**src/rtl/shift_reg_pkg.sv**
```systemverilog
`default_nettype none
// ============================================================================
//  Module      : shift_reg_pkg
//  Description : Mode and state encodings shared by the sequenced shift register
//  Revision    : 1.0 - initial release
// ============================================================================
package shift_reg_pkg;

    localparam logic [2:0] MODE_HOLD = 3'd0;
    localparam logic [2:0] MODE_SHL  = 3'd1;
    localparam logic [2:0] MODE_SHR  = 3'd2;
    localparam logic [2:0] MODE_ROL  = 3'd3;
    localparam logic [2:0] MODE_ROR  = 3'd4;
    localparam logic [2:0] MODE_ASR  = 3'd5;

    typedef enum logic [1:0] {
        ST_IDLE  = 2'd0,
        ST_SHIFT = 2'd1,
        ST_DONE  = 2'd2
    } state_t;

endpackage : shift_reg_pkg
`default_nettype wire

```
**src/rtl/shift_reg_step.sv**
```systemverilog
`default_nettype none
// ============================================================================
//  Module      : shift_reg_step
//  Description : Combinational single-position shifter for one mode step
//  Revision    : 1.0 - initial release
// ============================================================================
module shift_reg_step
    import shift_reg_pkg::*;
#(
    parameter int WIDTH = 8
) (
    input  logic [WIDTH-1:0] q,
    input  logic [2:0]       mode,
    input  logic             serial_in,
    output logic [WIDTH-1:0] q_next,
    output logic             bit_out,
    output logic             active
);

    // Reserved modes fall through to the default and behave as HOLD.
    always_comb begin
        q_next  = q;
        bit_out = 1'b0;
        active  = 1'b0;
        case (mode)
            MODE_SHL: begin
                q_next  = {q[WIDTH-2:0], serial_in};
                bit_out = q[WIDTH-1];
                active  = 1'b1;
            end
            MODE_SHR: begin
                q_next  = {serial_in, q[WIDTH-1:1]};
                bit_out = q[0];
                active  = 1'b1;
            end
            MODE_ROL: begin
                q_next  = {q[WIDTH-2:0], q[WIDTH-1]};
                bit_out = q[WIDTH-1];
                active  = 1'b1;
            end
            MODE_ROR: begin
                q_next  = {q[0], q[WIDTH-1:1]};
                bit_out = q[0];
                active  = 1'b1;
            end
            MODE_ASR: begin
                q_next  = {q[WIDTH-1], q[WIDTH-1:1]};
                bit_out = q[0];
                active  = 1'b1;
            end
            default: begin
                q_next  = q;
                bit_out = 1'b0;
                active  = 1'b0;
            end
        endcase
    end

endmodule : shift_reg_step
`default_nettype wire

```
**src/rtl/shift_reg_seq.sv**
```systemverilog
`default_nettype none
// ============================================================================
//  Module      : shift_reg_seq
//  Description : Load-then-shift register; shifts AMOUNT positions, one per clock
//  Revision    : 1.0 - initial release
// ============================================================================
module shift_reg_seq
    import shift_reg_pkg::*;
#(
    parameter int WIDTH = 8,
    parameter int AMT_W = 4
) (
    input  logic             clock,
    input  logic             reset,
    input  logic             load,
    input  logic [WIDTH-1:0] load_data,
    input  logic             start,
    input  logic [2:0]       mode,
    input  logic [AMT_W-1:0] amount,
    input  logic             serial_in,
    output logic [WIDTH-1:0] q,
    output logic             serial_out,
    output logic             busy,
    output logic             done,
    output logic             status
);

    state_t           r_state;
    state_t           w_state_next;
    logic [WIDTH-1:0] r_q;
    logic             r_serial_out;
    logic [2:0]       r_mode;
    logic [AMT_W-1:0] r_remaining;

    logic [WIDTH-1:0] w_q_next;
    logic             w_bit_out;
    logic             w_active;

    shift_reg_step #(
        .WIDTH (WIDTH)
    ) u_step (
        .q         (r_q),
        .mode      (r_mode),
        .serial_in (serial_in),
        .q_next    (w_q_next),
        .bit_out   (w_bit_out),
        .active    (w_active)
    );

    always_ff @(posedge clock) begin
        if (reset) begin
            r_state <= ST_IDLE;
        end else begin
            r_state <= w_state_next;
        end
    end

    always_comb begin
        w_state_next = r_state;
        case (r_state)
            ST_IDLE: begin
                if (!load && start) begin
                    w_state_next = (amount == '0) ? ST_DONE : ST_SHIFT;
                end
            end
            ST_SHIFT: begin
                if (r_remaining == AMT_W'(1)) begin
                    w_state_next = ST_DONE;
                end
            end
            ST_DONE: begin
                w_state_next = ST_IDLE;
            end
            default: begin
                w_state_next = ST_IDLE;
            end
        endcase
    end

    // Mode and amount are captured at start so later input changes cannot disturb a run.
    always_ff @(posedge clock) begin
        if (reset) begin
            r_q          <= '0;
            r_serial_out <= 1'b0;
            r_mode       <= MODE_HOLD;
            r_remaining  <= '0;
        end else begin
            case (r_state)
                ST_IDLE: begin
                    if (load) begin
                        r_q <= load_data;
                    end else if (start) begin
                        r_mode      <= mode;
                        r_remaining <= amount;
                    end
                end
                ST_SHIFT: begin
                    r_q         <= w_q_next;
                    r_remaining <= r_remaining - AMT_W'(1);
                    if (w_active) begin
                        r_serial_out <= w_bit_out;
                    end
                end
                default: begin
                    r_q <= r_q;
                end
            endcase
        end
    end

    assign q          = r_q;
    assign serial_out = r_serial_out;
    assign busy       = (r_state == ST_SHIFT);
    assign done       = (r_state == ST_DONE);
    assign status     = (r_state == ST_IDLE);

endmodule : shift_reg_seq
`default_nettype wire

```
**config.mk**
```make
export PLATFORM = sky130hd
export DESIGN_NAME = shift_reg_seq
export DESIGN_NICKNAME = d
export VERILOG_FILES = /design/src/rtl/shift_reg_pkg.sv /design/src/rtl/shift_reg_step.sv /design/src/rtl/shift_reg_seq.sv
export SDC_FILE = /design/constraint.sdc
export NUM_CORES = 1
export LEC_CHECK = 0
export CELL_PAD_IN_SITES_DETAIL_PLACEMENT = 1
export CELL_PAD_IN_SITES_GLOBAL_PLACEMENT = 2
export CORE_ASPECT_RATIO = 0.75
export CORE_MARGIN = 2
export CORE_UTILIZATION = 28
export CTS_BUF_LIST = sky130_fd_sc_hd__clkbuf_8 sky130_fd_sc_hd__clkbuf_16
export DETAILED_ROUTE_END_ITERATION = 10
export PLACE_DENSITY_LB_ADDON = 0.1
export SKIP_CTS_REPAIR_TIMING = 1
export SYNTH_ARGS = -nofsm -noshare
export SYNTH_HDL_FRONTEND = slang
export SYNTH_SLANG_ARGS = --single-unit
```
**constraint.sdc**
```tcl
create_clock -name clock -period 1.9 [get_ports clock]
set_input_delay 0.285 -clock clock [delete_from_list [all_inputs] [get_ports clock]]
set_output_delay 0.285 -clock clock [all_outputs]
set_load 0.02 [all_outputs]
```
==> Word-level counts from Yosys, hierarchy flattened <==
Index checks and enable logic that the tools add are counted.
W data, S select, Z words.
{ "word_totals": {"register_bits": 18, "in_bits": 20, "wordCells": 50} }
{ "classes": {"addsub": 1, "eq_ne": 16, "muxes": 12, "n_bitwise": 1, "n_reduce_logical": 14} }
{ "ops": {"columns": ["cell", "count"], "rows": [
  ["$pmux W8 S5", 1],
  ["$pmux W8 S2", 1],
  ["$reduce_and A3 Y1", 3],
  ["$mux W4", 2],
  ["$mux W8", 1],
  ["$ne A2 B2 Y1 const B", 4],
  ["$pmux W4 S2", 1],
  ["$eq A3 B2 Y1 const B", 2],
  ["$eq A3 B3 Y1 const B", 2],
  ["$mux W2", 3],
  ["$ne A6 B1 Y1 const B", 1],
  ["$ne A5 B1 Y1 const B", 1],
  ["$reduce_or A5 Y1", 1],
  ["$eq A4 B1 Y1 const B", 1],
  ["$logic_not A4 Y1", 1],
  ["$ne A2 B1 Y1 const B", 2],
  ["$pmux W2 S2", 1],
  ["$reduce_and A2 Y1", 2],
  ["$reduce_and A4 Y1", 1],
  ["$sub A4 B1 Y4 const B", 1],
  ["$eq A3 B1 Y1 const B", 1],
  ["$reduce_or A3 Y1", 1],
  ["$eq A2 B1 Y1 const B", 1],
  ["$eq A2 B2 Y1 const B", 1],
  ["other kinds (8)", 8]
]} }

==> Longest topological paths before layout <==
{ "logic_depth": {"depth_word": 4, "depth_mapped": 6} }

==> Hierarchy <==
From an unflattened synthesis, not the netlist that was laid out.
{ "unflattened": {"cells_unflattened": 160, "hier_area_um2": 1161.1} }
{ "modules_own_cells": {"columns": ["mod", "instances", "cells_per_inst", "area_each_um2", "seq_area_each_um2"], "rows": [
  ["shift_reg_seq", 1, 115, 887.1, 360.3],
  ["shift_reg_step", 1, 45, 274.0, 0.0]
]} }

==> Worst setup path after synthesis <==
No wires, ideal clock.
{ "synth_timing": {"kind": "register to register", "startpoint": "reg r_mode[0]", "endpoint": "reg r_q[1] (netlist: q[1])", "setup_time_ns": 0.133, "arrival_ns": 1.267, "path_slack_ns": 0.500, "path_stages_with_launch": 6, "path_cell_list": "dfxtp_1 > or3_4 > a31oi_4 > buf_6 > or3_1 > o32ai_2"} }
{ "synth_via": {"elab_chain_cells": 3, "word_cells_on_any_way": 9} }
{ "synth_lines": {"columns": ["element", "line_no", "rtl"], "rows": [
  ["start, declared", "shift_reg_seq.sv:32", "logic [2:0] r_mode;"],
  ["start signal, assigned", "shift_reg_seq.sv:93", "r_mode <= mode;"],
  ["$eq A3 B3 Y1 (tied with other cells)", "shift_reg_step.sv:25", "case (mode)"],
  ["$pmux W8 S5 / $ne A6 B1 Y1 (equally long branches)", null, null],
  ["$pmux W8 S2 / $reduce_and A3 Y1 (equally long branches)", null, null],
  ["end signal, assigned", "shift_reg_seq.sv:91", "r_q <= load_data;"],
  ["end signal, assigned", "shift_reg_seq.sv:98", "r_q <= w_q_next;"],
  ["end signal, assigned", "shift_reg_seq.sv:105", "r_q <= r_q;"],
  ["end, declared", "shift_reg_seq.sv:30", "logic [WIDTH-1:0] r_q;"]
]} }
Several ways; a longest one is shown, not always the timed one.
A chain may end at the register's enable or synchronous reset.

==> Worst setup path in the final report <==
{ "layout_timing": {"startpoint": "reg r_state[1]", "endpoint": "out busy"} }
{ "layout_via": {"elab_chain_cells": 1} }
{ "layout_lines": {"columns": ["element", "line_no", "rtl"], "rows": [
  ["start, declared", "shift_reg_seq.sv:28", "state_t r_state;"],
  ["start signal, assigned", "shift_reg_seq.sv:54", "r_state <= w_state_next;"],
  ["$eq A2 B1 Y1", "shift_reg_seq.sv:113", "assign busy = (r_state == ST_SHIFT);"],
  ["end, declared", "shift_reg_seq.sv:23", "output logic busy,"]
]} }
No other way between the ends.

==> reports/results.txt <==
warnings from Yosys: 0
final worst clock skew: 0.00292 ns
Die ar.: 4790 µm²
DRT Pass-1 Iters: 4
Endpoint, Worst Hold: r_remaining[3]$_SDFFE_PP0P_
gpl congestion: 0.743
drt via density: 5.04
first-pass GRT wire length: 6110 µm
cell area after layout: 1650 µm²
Synth area leader: dfxtp_1
pwr dens: 689 nW/µm²
Worst Setup SP: r_state[1]$_SDFFE_PP0P_
Primary FF master, synth: dfxtp_1
HPWL Detailed: 2870 µm
final wirelength: 3600 µm
hold crit path type: flip-flop to flip-flop
vias in the first global route: 1200
library cells used by synthesis: 47
Die Span X: 79.2 µm
fin util: 40.8%
Tcrit/Tclk final: 95.9%
Yosys reg bits: 18
reg2reg start: r_mode[2]$_SDFFE_PP0P_
Setup crit end kind: primary output
final hold violations: 0
H-tree Lvls: 1
leading post-synthesis cells by cell area: dfxtp_1 30%, nor2_1 5.7%, a211oi_1 5.1%
FF-to-FF setup slack: 0.32 ns
worst-path fanout max: 13
CTS Sinks: 18
Max-Cap Viols: 0
Area growth, synth to finish: 39.1%
Slew @ Worst Pin: 0.342 ns
number of port buffers: 31
worst endpoint required time: 1.62 ns
total track usage: 16.7%
Post-synth EDFFs: 0
CTS Buf Count: 3
worst r2r dst: q[1]$_SDFFE_PP0P_
Remaining DRCs: 0
layout cells sized above 1: 18.9%
Slew HR: 77.1%
post-synthesis async set-or-reset flop share: 0%
Synth Area per Inst: 8.74 µm²
maximum VDD drop: 272 µV
WP data arrival: 1.54 ns
Core Box Area: 4050 µm²
Seq/Total Area, Yosys: 30.3%
area of placed instances: 1600 µm²
crit path time final: 1.82 ns
antenna violations before repair: 0
CTS tree: built
Syn Nets: 158
status: finished clean
ant diodes: 0
Clk pin slew, worst setup/hold paths: 0.08 ns
Final setup viols: 0
min-delay src: r_remaining[3]$_SDFFE_PP0P_
hold path cells: 2
detailed-route via count: 1159
Synth Cell Area: 1190 µm²
Max Slew Vio Count: 0
Clk Latency, worst-skew pair: 0.26 ns
startpoint types: flip-flop
# IOs: 32
DRT antenna net count: 0
row cnt: 20
setup_tns: 0 ns
pin count of the biggest net entering global routing: 14
routed len/inst: 15.6 µm
Mapped Cells: 136
Synth top area share: 30.3%
Initial DRC Count: 59
RSZ-0062 raised after global routing: false
Initial Util: 29.3%
Leak: 0.595 nW
aggregate global routing overflow: 0
Fmax: 0.549 GHz
fin nets: 198
die height: 60.4 µm
Finished Layout Cells: 230
cell count of the worst reg-to-reg path: 5
Clock Path Buffers: 2
placed cells: 226
CP Class: flip-flop to primary output
CTS root buffer: clkbuf_8
## how the worst max path moves through the flow
stage,to,slack (ns),cells after the start
2_1_floorplan,q[1]$_SDFFE_PP0P_,0.50,5
6_report,busy,0.08,3
3_3_place_gp,q[3]$_SDFFE_PP0P_,0.09,5
3_5_place_dp,q[3]$_SDFFE_PP0P_,0.06,5
5_1_grt,busy,0.03,3
4_1_cts,busy,0.06,3
## registers in the layout, summed over array words and instances, names as in the netlist
signal / flops
r_mode: 3
r_remaining: 4
serial_out: 1
q: 8
r_state: 2
## metal layers
| metal | track usage (%) | up-vias | routed length [µm] |
|---|---|---|---|
| met4 | 3.69 | 0 | 19 |
| met3 | 3.87 | 2 | 113 |
| met2 | 25.2 | 17 | 1570 |
| met5 | 0 | - | 0 |
| li1 | - | 581 | - |
| met1 | 24.5 | 559 | 1890 |
## power breakdown
group          internal (mW)  switching (mW)
clock network          0.185           0.145
logic                  0.177           0.182
registers              0.411          0.0390
## per-stage QoR
step | setup slack, ns | total power [mW] | hold slack [ns]
2_1_floorplan | 0.500 | 0.664 | 0.386
3_3_place_gp | 0.0856 | 0.811 | 0.488
3_5_place_dp | 0.0578 | 0.821 | 0.491
4_1_cts | 0.0634 | 1.15 | 0.502
5_1_grt | 0.0257 | 1.21 | 0.533
6_report | 0.0773 | 1.14 | 0.514
## worst max-delay path, cell delays in order (launching register included)
cell and delay [ns]:
dfxtp_1 0.33, nand2b_2 0.21, clkinv_4 0.12, clkdlybuf4s50_1 0.62
## Yosys cell counts (all sizes together) (4+ instances only)
cell type,number
a211oi,8
a21oi,5
a31oi,5
buf,6
dfxtp,18
inv,5
mux2i,4
nand2,7
nand3b,6
nor2,20
nor2b,4
o41ai,5
or3,4
## kinds of logic (layout without fill, tap and decap cells)
group / after synthesis / count (layout) / share of synthesized area [%]
AND/OR/NAND/NOR: 56 / 56 / 27.1
AO/OA/AOI/OAI: 40 / 40 / 28.1
flip-flops: 18 / 18 / 30.3
buffers and inverters: 14 / 53 / 7.37
multiplexers: 5 / 5 / 4.32
adder cells (fa/ha/maj): 2 / 2 / 2.10
XOR/XNOR: 1 / 1 / 0.737
## cell type report
class	count	area (µm²)
well taps	55	68.8
clock buffers	4	55.1
flip-flops and latches	18	360
repair buffers	43	400
multi-input cells	104	741
fillers	475	2400
inverters	6	27.5
## placed cells by master, fill, tap and decap left out, types with 3 or more instances in the layout
master           netlist  routed
nand2_1                7       7
nor2b_1                3       3
a31oi_1                4       4
buf_4                  2      12
nor2_1                18      18
o21a_1                 3       3
a211oi_1               8       8
clkdlybuf4s50_1        0      31
inv_1                  5       5
o41ai_2                3       3
mux2i_1                4       4
o21ai_0                3       3
nor3_1                 3       3
or3_1                  3       3
a21oi_1                5       5
nand3b_1               6       6
dfxtp_1               18      18
clkbuf_8               0       4
(Power assumes the default switching activity.)
